## config.mk

```make
export PLATFORM = sky130hd
export DESIGN_NAME = rr_priority_encoder
export DESIGN_NICKNAME = d
export VERILOG_FILES = /design/src/rtl/rr_pe_pkg.sv /design/src/rtl/rr_pe_select.sv /design/src/rtl/rr_priority_encoder.sv
export SDC_FILE = /design/constraint.sdc
export NUM_CORES = 1
export LEC_CHECK = 0
export ABC_AREA = 1
export CAP_MARGIN = 20
export CORE_MARGIN = 5
export CORE_UTILIZATION = 40
export DETAILED_ROUTE_END_ITERATION = 12
export PLACE_DENSITY = 0.72
export REMOVE_ABC_BUFFERS = 1
export SLEW_MARGIN = 5
export SYNTH_ARGS = -nofsm -noshare
export SYNTH_HDL_FRONTEND = slang
export SYNTH_SLANG_ARGS = --single-unit
```

## constraint.sdc

```tcl
create_clock -name clk -period 3.14 [get_ports clk]
set_input_delay 0.628 -clock clk [delete_from_list [all_inputs] [get_ports clk]]
set_output_delay 0.628 -clock clk [all_outputs]
set_load 0.02 [all_outputs]
```

## src/rtl/rr_pe_pkg.sv

```systemverilog
// Shared helpers for the rotating-priority encoder: modular pointer arithmetic
// and the performance-counter width.
package rr_pe_pkg;

  localparam int PERF_CTR_W = 32;

  function automatic int mod_inc(input int v, input int n);
    return (v + 1 >= n) ? 0 : v + 1;
  endfunction

  function automatic int mod_dec(input int v, input int n);
    return (v == 0) ? n - 1 : v - 1;
  endfunction

  // d must be below n; works for any n, not only powers of two
  function automatic int mod_add(input int v, input int d, input int n);
    return (v + d >= n) ? v + d - n : v + d;
  endfunction

  function automatic int mod_sub(input int v, input int d, input int n);
    return (v >= d) ? v - d : v - d + n;
  endfunction

endpackage

```

## src/rtl/rr_pe_select.sv

```systemverilog
// Combinational multi-grant selector: rotates requests to start at ptr, picks
// up to NUM_OUTS set bits in order, and maps them back to absolute indices.
module rr_pe_select
  import rr_pe_pkg::*;
#(
  parameter int N        = 8,
  parameter int NUM_OUTS = 1,
  parameter int REVERSE  = 0,
  localparam int LN      = $clog2(N)
) (
  input  logic [N-1:0]           requests,
  input  logic [LN-1:0]          ptr,
  output logic [NUM_OUTS-1:0]    slot_valid,
  output logic [NUM_OUTS*LN-1:0] slot_index,
  output logic [N-1:0]           slot_onehot,
  output logic [LN-1:0]          next_ptr
);

  logic [LN-1:0] rot_idx [N];
  logic [N-1:0]  rot_req;
  logic [N-1:0]  remaining;
  logic [LN-1:0] last_idx;
  logic          found;
  logic          any_pick;

  // rot_idx[j] is the absolute request line searched j-th from ptr
  always_comb begin
    rot_req = '0;
    for (int j = 0; j < N; j++) begin
      rot_idx[j] = LN'((REVERSE != 0) ? mod_sub(int'(ptr), j, N)
                                      : mod_add(int'(ptr), j, N));
      rot_req[j] = requests[rot_idx[j]];
    end
  end

  always_comb begin
    slot_valid  = '0;
    slot_index  = '0;
    slot_onehot = '0;
    remaining   = rot_req;
    last_idx    = ptr;
    found       = 1'b0;
    any_pick    = 1'b0;
    for (int k = 0; k < NUM_OUTS; k++) begin
      found = 1'b0;
      for (int j = 0; j < N; j++) begin
        if (!found && remaining[j]) begin
          found                    = 1'b1;
          remaining[j]             = 1'b0;
          slot_valid[k]            = 1'b1;
          slot_index[k*LN +: LN]   = rot_idx[j];
          slot_onehot[rot_idx[j]]  = 1'b1;
          last_idx                 = rot_idx[j];
          any_pick                 = 1'b1;
        end
      end
    end
    next_ptr = any_pick ? LN'((REVERSE != 0) ? mod_dec(int'(last_idx), N)
                                             : mod_inc(int'(last_idx), N))
                        : ptr;
  end

endmodule

```

## src/rtl/rr_priority_encoder.sv

```systemverilog
// Registered rotating-priority multi-grant encoder with valid/ready output.
// Define RR_PRIORITY_ENCODER_PERF_EN to add grant/stall/starvation counters.
module rr_priority_encoder
  import rr_pe_pkg::*;
#(
  parameter int N        = 8,
  parameter int NUM_OUTS = 1,
  parameter int REVERSE  = 0,
  localparam int LN      = $clog2(N)
) (
  input  logic                   clk,
  input  logic                   reset,
  input  logic [N-1:0]           requests,
  output logic [NUM_OUTS-1:0]    grant_valid,
  output logic [NUM_OUTS*LN-1:0] grant_index,
  output logic [N-1:0]           grant_onehot,
  output logic                   grant_any,
  input  logic                   grant_ready,
  output logic [LN-1:0]          ptr
`ifdef RR_PRIORITY_ENCODER_PERF_EN
  ,
  output logic [PERF_CTR_W-1:0]  perf_grants,
  output logic [PERF_CTR_W-1:0]  perf_stalls,
  output logic [PERF_CTR_W-1:0]  perf_starve
`endif
);

  localparam logic [LN-1:0] PTR_RST = LN'((REVERSE != 0) ? N - 1 : 0);

  logic [NUM_OUTS-1:0]    sel_valid, valid_d, valid_q;
  logic [NUM_OUTS*LN-1:0] sel_index, index_d, index_q;
  logic [N-1:0]           sel_onehot, onehot_d, onehot_q;
  logic [LN-1:0]          sel_ptr, ptr_d, ptr_q;
  logic                   load;

  rr_pe_select #(
    .N        (N),
    .NUM_OUTS (NUM_OUTS),
    .REVERSE  (REVERSE)
  ) u_select (
    .requests    (requests),
    .ptr         (ptr_q),
    .slot_valid  (sel_valid),
    .slot_index  (sel_index),
    .slot_onehot (sel_onehot),
    .next_ptr    (sel_ptr)
  );

  // An empty register always loads, so bubbles never wait on grant_ready
  assign load = ~grant_any | grant_ready;

  always_comb begin
    valid_d  = valid_q;
    index_d  = index_q;
    onehot_d = onehot_q;
    ptr_d    = ptr_q;
    if (load) begin
      valid_d  = sel_valid;
      index_d  = sel_index;
      onehot_d = sel_onehot;
      ptr_d    = sel_ptr;
    end
  end

  always_ff @(posedge clk) begin
    if (reset) begin
      valid_q  <= '0;
      index_q  <= '0;
      onehot_q <= '0;
      ptr_q    <= PTR_RST;
    end else begin
      valid_q  <= valid_d;
      index_q  <= index_d;
      onehot_q <= onehot_d;
      ptr_q    <= ptr_d;
    end
  end

  assign grant_valid  = valid_q;
  assign grant_index  = index_q;
  assign grant_onehot = onehot_q;
  assign grant_any    = |valid_q;
  assign ptr          = ptr_q;

`ifdef RR_PRIORITY_ENCODER_PERF_EN
  logic [PERF_CTR_W-1:0] grants_d, grants_q, stalls_d, stalls_q;
  logic [PERF_CTR_W-1:0] starve_d, starve_q, age_d, age_q, pop_cnt;
  logic                  unserved;

  function automatic logic [PERF_CTR_W-1:0] sat_add(input logic [PERF_CTR_W-1:0] a,
                                                    input logic [PERF_CTR_W-1:0] b);
    logic [PERF_CTR_W:0] s;
    s = {1'b0, a} + {1'b0, b};
    return s[PERF_CTR_W] ? '1 : s[PERF_CTR_W-1:0];
  endfunction

  // age_q counts consecutive load cycles that leave some request unserved
  always_comb begin
    pop_cnt = '0;
    for (int k = 0; k < NUM_OUTS; k++) pop_cnt = pop_cnt + PERF_CTR_W'(valid_q[k]);
    unserved = |(requests & ~sel_onehot);
    grants_d = grants_q;
    stalls_d = stalls_q;
    starve_d = starve_q;
    age_d    = age_q;
    if (grant_any && grant_ready)  grants_d = sat_add(grants_q, pop_cnt);
    if (grant_any && !grant_ready) stalls_d = sat_add(stalls_q, PERF_CTR_W'(1));
    if (load) age_d = unserved ? sat_add(age_q, PERF_CTR_W'(1)) : '0;
    if (age_q > PERF_CTR_W'(N)) starve_d = sat_add(starve_q, PERF_CTR_W'(1));
  end

  always_ff @(posedge clk) begin
    if (reset) begin
      grants_q <= '0;
      stalls_q <= '0;
      starve_q <= '0;
      age_q    <= '0;
    end else begin
      grants_q <= grants_d;
      stalls_q <= stalls_d;
      starve_q <= starve_d;
      age_q    <= age_d;
    end
  end

  assign perf_grants = grants_q;
  assign perf_stalls = stalls_q;
  assign perf_starve = starve_q;
`endif

endmodule

```

==> impl_results.md, run 1 <==
- Maxcap violations: 0
- Total grt overflow: 0
- Clock Tree Buf Depth: 2
- Routed WL per cell: 14.7 µm
- Seq cells post-synth: 15
- Crit share post-route: 0.921
- Top cell type's share of synthesized area: 0.182
- Most used cell, CP: nand2_4
- Cells after DPL: 430
- Clock latency on the worst-skew pair: 0.26 ns
- Synthesized instance count: 325
- Placer Congestion: 0.932
- Vias in the first global route: 2,373
- Root Buffer Master: clkbuf_8
- Number of port buffers: 26
- GRT Util Overall: 0.214
- Top cells by area, synth: nand2_1, dfxtp_1, nand3_1
- CP Data Required Time: 3.28 ns
- Sum Neg Setup Slack: 0 ns
- Clock slew at reported path FFs: 0.07 ns
- Arrival time worst endpoint: 3.04 ns
- LEAKAGE: 1.16 nW
- Die width: 81.0 µm
- Largest net degree at the start of global routing: 25
- I/O pins: 27
- Rel. slew slack: 0.740
- Worst Path Buf+Inv: 2
- Unrepaired setup endpoints after global routing: false
- Count leader, synth: nand2_1
- Core box area: 0.00482 mm²
- Seq/Total Area, Yosys: 0.149
- Kind of critical path: in -> reg
- Height of the die: 81.0 µm
- WL final: 6410 µm
- Final Hold Vio Count: 0
- Min-Delay Path Class: reg -> reg
- Final Core Density: 0.526
- Tot Pwr: 3.24 mW
- Post-DR vias/cell: 5.40
- Share of layout cells above drive strength 1: 0.212
- Pin slew with the least headroom to its limit: 0.390 ns
- Starting DRT DRC Count: 212
- DRC: 0
- Worst path slowest cell: clkdlybuf4s50_1
- Highest ir drop seen on vdd: 1.16 mV
- Asr flop ratio synth: 0
- DRT antenna net count: 0
- CTS tree: done
- First-pass detailed-route iteration total: 5
- PD cells: 1280 mW/mm²
- Syn. warnings: 0
- WHS: 0.510 ns
- Die area: 0.00657 mm²
- Hold Buf Count CTS: 0
- # rows: 25
- Final nets: 387
- Post-synth EDFFs: 0
- Filler instances: 507
- Antenna diodes: 0
- Min Tclk post-route: 2.89 ns
- Area leader, netlist: nand2_1
- CP peak stage delay: 0.46 ns
- Final non-filler cell total: 435
- Mapped cell area: 0.00202 mm²
- Crit path max-delay family: simple AND/OR/NAND/NOR gates
- Mean post-synth cell area: 6.21 µm²
- Vias: 2,347
- Post-synth top cells: nand2_1, inv_1, nand3_1, o21ai_0, nor3_1
- Post-synth cell types: 40
- Setup crit start kind: input port
- Synth Flop Type: dfxtp_1
- Post-DP HPWL: 4860 µm
- Crit-path max FO: 6
- Setup-failing EPs final: 0
- Sequential cell area: 300 µm²
- Critical Path End Type: flop
- CTS H-tree lvls: 1
- Global-route wire length before repair: 11,000 µm
- Crit-path cells: clkdlybuf4s50_1 -> nand2_1 -> nand3_1 -> nand3_2 -> nand2_4 -> nor2_4 -> nand2_4 -> nor2_8 -> nand2_4 -> nor3b_4 -> nand2_4 -> o21ai_2 -> inv_2 -> ha_1 -> o21ai_0 -> a21oi_1
- Max Slew Vio Count: 0
- Initial antenna violation count: 0
- Clk_skew: 0.00382 ns
- Status: completed
- Fmax: 0.346 GHz
- Multi-input gate area in the final layout: 0.00150 mm²
- Total CTS buffers: 3
- Starting Density: 0.419
- Clk sinks: 15
- Layout Area Growth over Synthesis: 25.7%
[power by group]
part / internal [mW] / switching (mW)
Sequential: 0.253 / 0.0297
Combinational: 1.01 / 1.78
Clock: 0.0882 / 0.0808
Total: 1.35 / 1.89
[cell families after synthesis]
kind of cell,synth area share
AOI/OAI and AO/OA,0.231
adders and majority gates,0.0434
buffers and inverters,0.120
DFF,0.149
and+or+nand+nor,0.457
[cell usage in the layout, fill, tap and decap left out, drive strengths merged, types with 4 or more instances in the layout]
cell type,Yosys,layout
nor2,21,21
clkdlybuf4s50,0,26
nand3,27,27
inv,40,40
nand2,111,111
a31oi,9,9
a221oi,7,7
o21ai,25,25
nor3,18,18
o221ai,4,4
dfxtp,15,15
buf,9,26
a21oi,12,12
ha,7,7
[worst register-to-register path, stage by stage, from the launching register on]
cell	delay (ns)
dfxtp_1	0.35
inv_2	0.05
buf_4	0.18
ha_2	0.38
inv_1	0.12
nand3_1	0.10
nand2_1	0.07
inv_1	0.10
nand2_4	0.08
nor2_8	0.10
nand2_4	0.10
nor3b_4	0.27
nand2_4	0.11
o21ai_2	0.18
inv_2	0.05
ha_1	0.26
o21ai_0	0.16
a21oi_1	0.05
[what timing repair did]
action	in CTS	in global routing
setup endpoints to repair	0	1
setup buffers	0	1
resized for setup	0	6
[worst paths after layout]
| check | from | end | slack [ns] | cells past startpoint |
|---|---|---|---|---|
| worst min register to register | grant_index[2]$_SDFFE_PP0N_ | grant_index[2]$_SDFFE_PP0N_ | 0.51 | 2 |
| worst min-delay path | grant_index[2]$_SDFFE_PP0N_ | grant_index[2]$_SDFFE_PP0N_ | 0.51 | 2 |
| worst max register to register | ptr[1]$_SDFFE_PP0P_ | ptr[1]$_SDFFE_PP0P_ | 0.31 | 17 |
| worst max-delay path | requests[7] | ptr[1]$_SDFFE_PP0P_ | 0.25 | 16 |
[metal layers]
metal,global-route usage,routed length [µm]
met1,0.269,2860
met2,0.350,3000
met3,0.0532,412
met4,0.0811,140
met5,0,0
[sequential cells by signal, indices dropped and copies added (netlist names)]
signal / flops
ptr: 3
grant_onehot: 8
grant_index: 3
grant_any: 1
[final cells by class]
cell class,instances,area share
Inverter,40,0.0602
Tap cell,67,0.0331
Timing Repair Buffer,52,0.180
Clock buffer,3,0.0163
Clock inverter,1,0.00197
Multi-Input combinational cell,257,0.591
Sequential cell,15,0.118
[stage by stage]
step,area [µm²],setup slack [ns]
floorplan,1930,-0.767
global placement,2460,0.0218
detailed placement,2460,-0.0201
CTS,2510,0.234
global route,2540,0.00264
finish,2540,0.247
Power figures use the tool's default switching activity.
==> run 2, diff against run 1 <==
--- a/config.mk
+++ b/config.mk
@@ -7,10 +7,13 @@
 export LEC_CHECK = 0
 export ABC_AREA = 1
 export CAP_MARGIN = 20
+export CELL_PAD_IN_SITES_DETAIL_PLACEMENT = 1
+export CELL_PAD_IN_SITES_GLOBAL_PLACEMENT = 2
 export CORE_MARGIN = 5
-export CORE_UTILIZATION = 40
+export CORE_UTILIZATION = 27
+export CTS_CLUSTER_DIAMETER = 60
 export DETAILED_ROUTE_END_ITERATION = 12
-export PLACE_DENSITY = 0.72
+export PLACE_DENSITY = 0.86
 export REMOVE_ABC_BUFFERS = 1
 export SLEW_MARGIN = 5
 export SYNTH_ARGS = -nofsm -noshare
==> impl_results.md, run 2 (synthesized netlist as in run 1, its figures left out) <==
- Worst setup margin: 0.242 ns (-0.00534 ns)
- Flop2flop setup slack: 0.36 ns (+0.05 ns)
- Total grt overflow: 0 (unchanged)
- Global-route wire length before repair: 12,400 µm (+13%)
- Die width: 96.5 µm (+19%)
- # rows: 31 (+24%)
- Worst r2r path cells: 27 (+10)
- First-pass detailed-route iteration total: 4 (-1)
- Setup-failing EPs final: 0 (unchanged)
- Hold Path Sink: grant_index[2]$_SDFFE_PP0N_
- Tot Pwr: 3.40 mW (+5.1%)
- Commonest cells after routing, fill and taps aside: nand2_1, buf_4, inv_1, clkdlybuf4s50_1, nand3_1
- Post-DP HPWL: 5770 µm (+19%)
- Rel. slew slack: 0.719 (-0.0202)
- CTS tree: done
- Fmax: 0.345 GHz (-0.18%)
- Crit share post-route: 0.923 (+0.00170)
- Reg2reg end: ptr[2]$_SDFFE_PP0P_
- Share of layout cells above drive strength 1: 0.230 (+0.0180)
- Final Hold Vio Count: 0 (unchanged)
- Initial antenna violation count: 0 (unchanged)
- Sum Neg Setup Slack: 0 ns (unchanged)
- Total CTS buffers: 3 (unchanged)
- Number of port buffers: 26 (unchanged)
- Worst path slowest cell: clkdlybuf4s50_1
- Crit-path max FO: 6 (unchanged)
- Clk sinks: 15 (unchanged)
- Cell Area, Placed: 0.00254 mm² (+3.2%)
- Clock slew at reported path FFs: 0.07 ns (about the same)
- Post-DR vias/cell: 5.07 (-6.0%)
- Largest net degree at the start of global routing: 27 (+8.0%)
- Clock Tree Buf Depth: 2 (unchanged)
- LEAKAGE: 1.20 nW (+3.2%)
- Largest register FFs: 8 (unchanged)
- Layout Area Growth over Synthesis: 30.8%
- Arrival time worst endpoint: 3.10 ns (+0.06 ns)
- Crit-path cells: clkdlybuf4s50_1 -> nand2_1 -> nand3_1 -> nand3_2 -> nand2_4 -> nor2_4 -> nand2_4 -> nor2_8 -> nand2_4 -> nor3b_4 -> nand2_4 -> o21ai_2 -> inv_2 -> ha_1 -> inv_1 -> nand3_1 -> nor2_1 -> nor2_1 -> nor2_1
- Min Tclk post-route: 2.90 ns (+0.00534 ns)
- GRT Util Overall: 0.172 (-0.0416)
- Maxcap violations: 0 (unchanged)
- Kind of critical path: in -> reg
- Pre-CTS setup slack: -0.0646 ns (-0.0445 ns)
- CP Data Required Time: 3.34 ns (+0.06 ns)
- Vias: 2,399 (+2.2%)
- Die area: 0.00930 mm² (+42%)
- Commonest non-fill, non-tap cell in the layout: nand2_1
- Setup crit start kind: input port
- Most used cell, CP: nand2_4
- Starting DRT DRC Count: 156 (-26%)
- Starting Density: 0.278 (-0.141)
- I/O pins: 27 (unchanged)
- Core box area: 0.00725 mm² (+51%)
- Status: completed
- CP peak stage delay: 0.46 ns (about the same)
- Min-Delay Path Class: reg -> reg
- DRC: 0 (unchanged)
- Highest ir drop seen on vdd: 0.653 mV (-44%)
- Clock latency on the worst-skew pair: 0.26 ns (about the same)
- Max Slew Vio Count: 0 (unchanged)
- HP Start: grant_index[2]$_SDFFE_PP0N_
- PD cells: 1290 mW/mm² (+0.94%)
- Antenna diodes: 0 (unchanged)
- WL final: 7400 µm (+15%)
- Height of the die: 96.5 µm (+19%)
- CTS H-tree lvls: 1 (unchanged)
- Cell area after layout: 0.00264 mm² (+4.1%)
- Placer Congestion: 0.922 (-1.1%)
- Final nets: 393 (+1.6%)
- Worst hold path depth: 2 (unchanged)
- R2r startpoint: ptr[0]$_SDFFE_PP0P_
- Hold Buf Count CTS: 0 (unchanged)
- Routed WL per cell: 15.6 µm (+6.2%)
- DRT antenna net count: 0 (unchanged)
- Root Buffer Master: clkbuf_8
- Clk_skew: 0.00173 ns (-0.00209 ns)
- Critical Path End Type: flop
- Pin slew with the least headroom to its limit: 0.420 ns (+0.0302 ns)
- Vias in the first global route: 2,488 (+4.8%)
-- run 2: changes by cell type in the layout (fill, tap and decap cells not counted), sizes merged --
cell / before / now
buf: 26 / 32
-- run 2: what timing repair did --
action	4_1_cts	5_1_grt
setup endpoints to repair	0	2
buffers inserted	0	2
gates resized for setup	0	10
-- run 2: worst max-delay path by stage --
| stage | from | to | slack, ns | cells past startpoint |
|---|---|---|---|---|
| after global placement | requests[7] | ptr[1]$_SDFFE_PP0P_ | 0.03 | 16 |
| after CTS | ptr[0]$_SDFFE_PP0P_ | ptr[2]$_SDFFE_PP0P_ | 0.17 | 27 |
| after floorplan | ptr[0]$_SDFFE_PP0P_ | ptr[1]$_SDFFE_PP0P_ | -0.77 | 18 |
| after global routing | requests[7] | ptr[2]$_SDFFE_PP0P_ | -0.009 | 21 |
| after detailed placement | requests[7] | ptr[2]$_SDFFE_PP0P_ | -0.06 | 19 |
| final | requests[7] | ptr[2]$_SDFFE_PP0P_ | 0.24 | 19 |
-- run 2: metrics by stage --
stage / instances / hold slack, ns / utilization
after floorplan: 312 / 0.598 / -
after global placement: 467 / 0.494 / 0.350
after global routing: 473 / 0.530 / 0.364
final: 473 / 0.506 / 0.364
after detailed placement: 467 / 0.495 / 0.350
after CTS: 471 / 0.514 / 0.356
-- run 2: worst max-delay path: cells and delay by family --
family / cells / cell delay [ns]
buffers and inverters: 3 / 0.57
AND/OR/NAND/NOR: 14 / 1.53
adder cells (fa/ha/maj): 1 / 0.19
AO/OA/AOI/OAI: 1 / 0.17
-- run 2: routing by layer --
layer / wire, µm / part of all wire / vias up / global-route usage
li1: - / - / 1196 / -
met5: 0 / 0 / - / 0
met2: 3680 / 0.50 / 47 / 0.295
met4: 116 / 0.016 / 0 / 0.0432
met3: 339 / 0.046 / 14 / 0.0271
met1: 3270 / 0.44 / 1142 / 0.225
-- run 2: power breakdown --
group / leakage, nW / internal, mW / total [mW] / switching, mW
sequential: 0.124 / 0.254 / 0.287 / 0.0333
clock: 0.0255 / 0.0883 / 0.168 / 0.0800
combinational: 1.05 / 1.11 / 2.95 / 1.84
total: 1.20 / 1.45 / 3.40 / 1.96
-- run 2: cell type report --
class,count,area [µm²]
Multi-Input combinational cell,257,1500
Timing Repair Buffer,58,513
Clock inverter,1,5.00
Fill cell,980,4610
Tap cell,99,124
Clock buffer,3,41.3
Sequential cell,15,302
Inverter,40,153
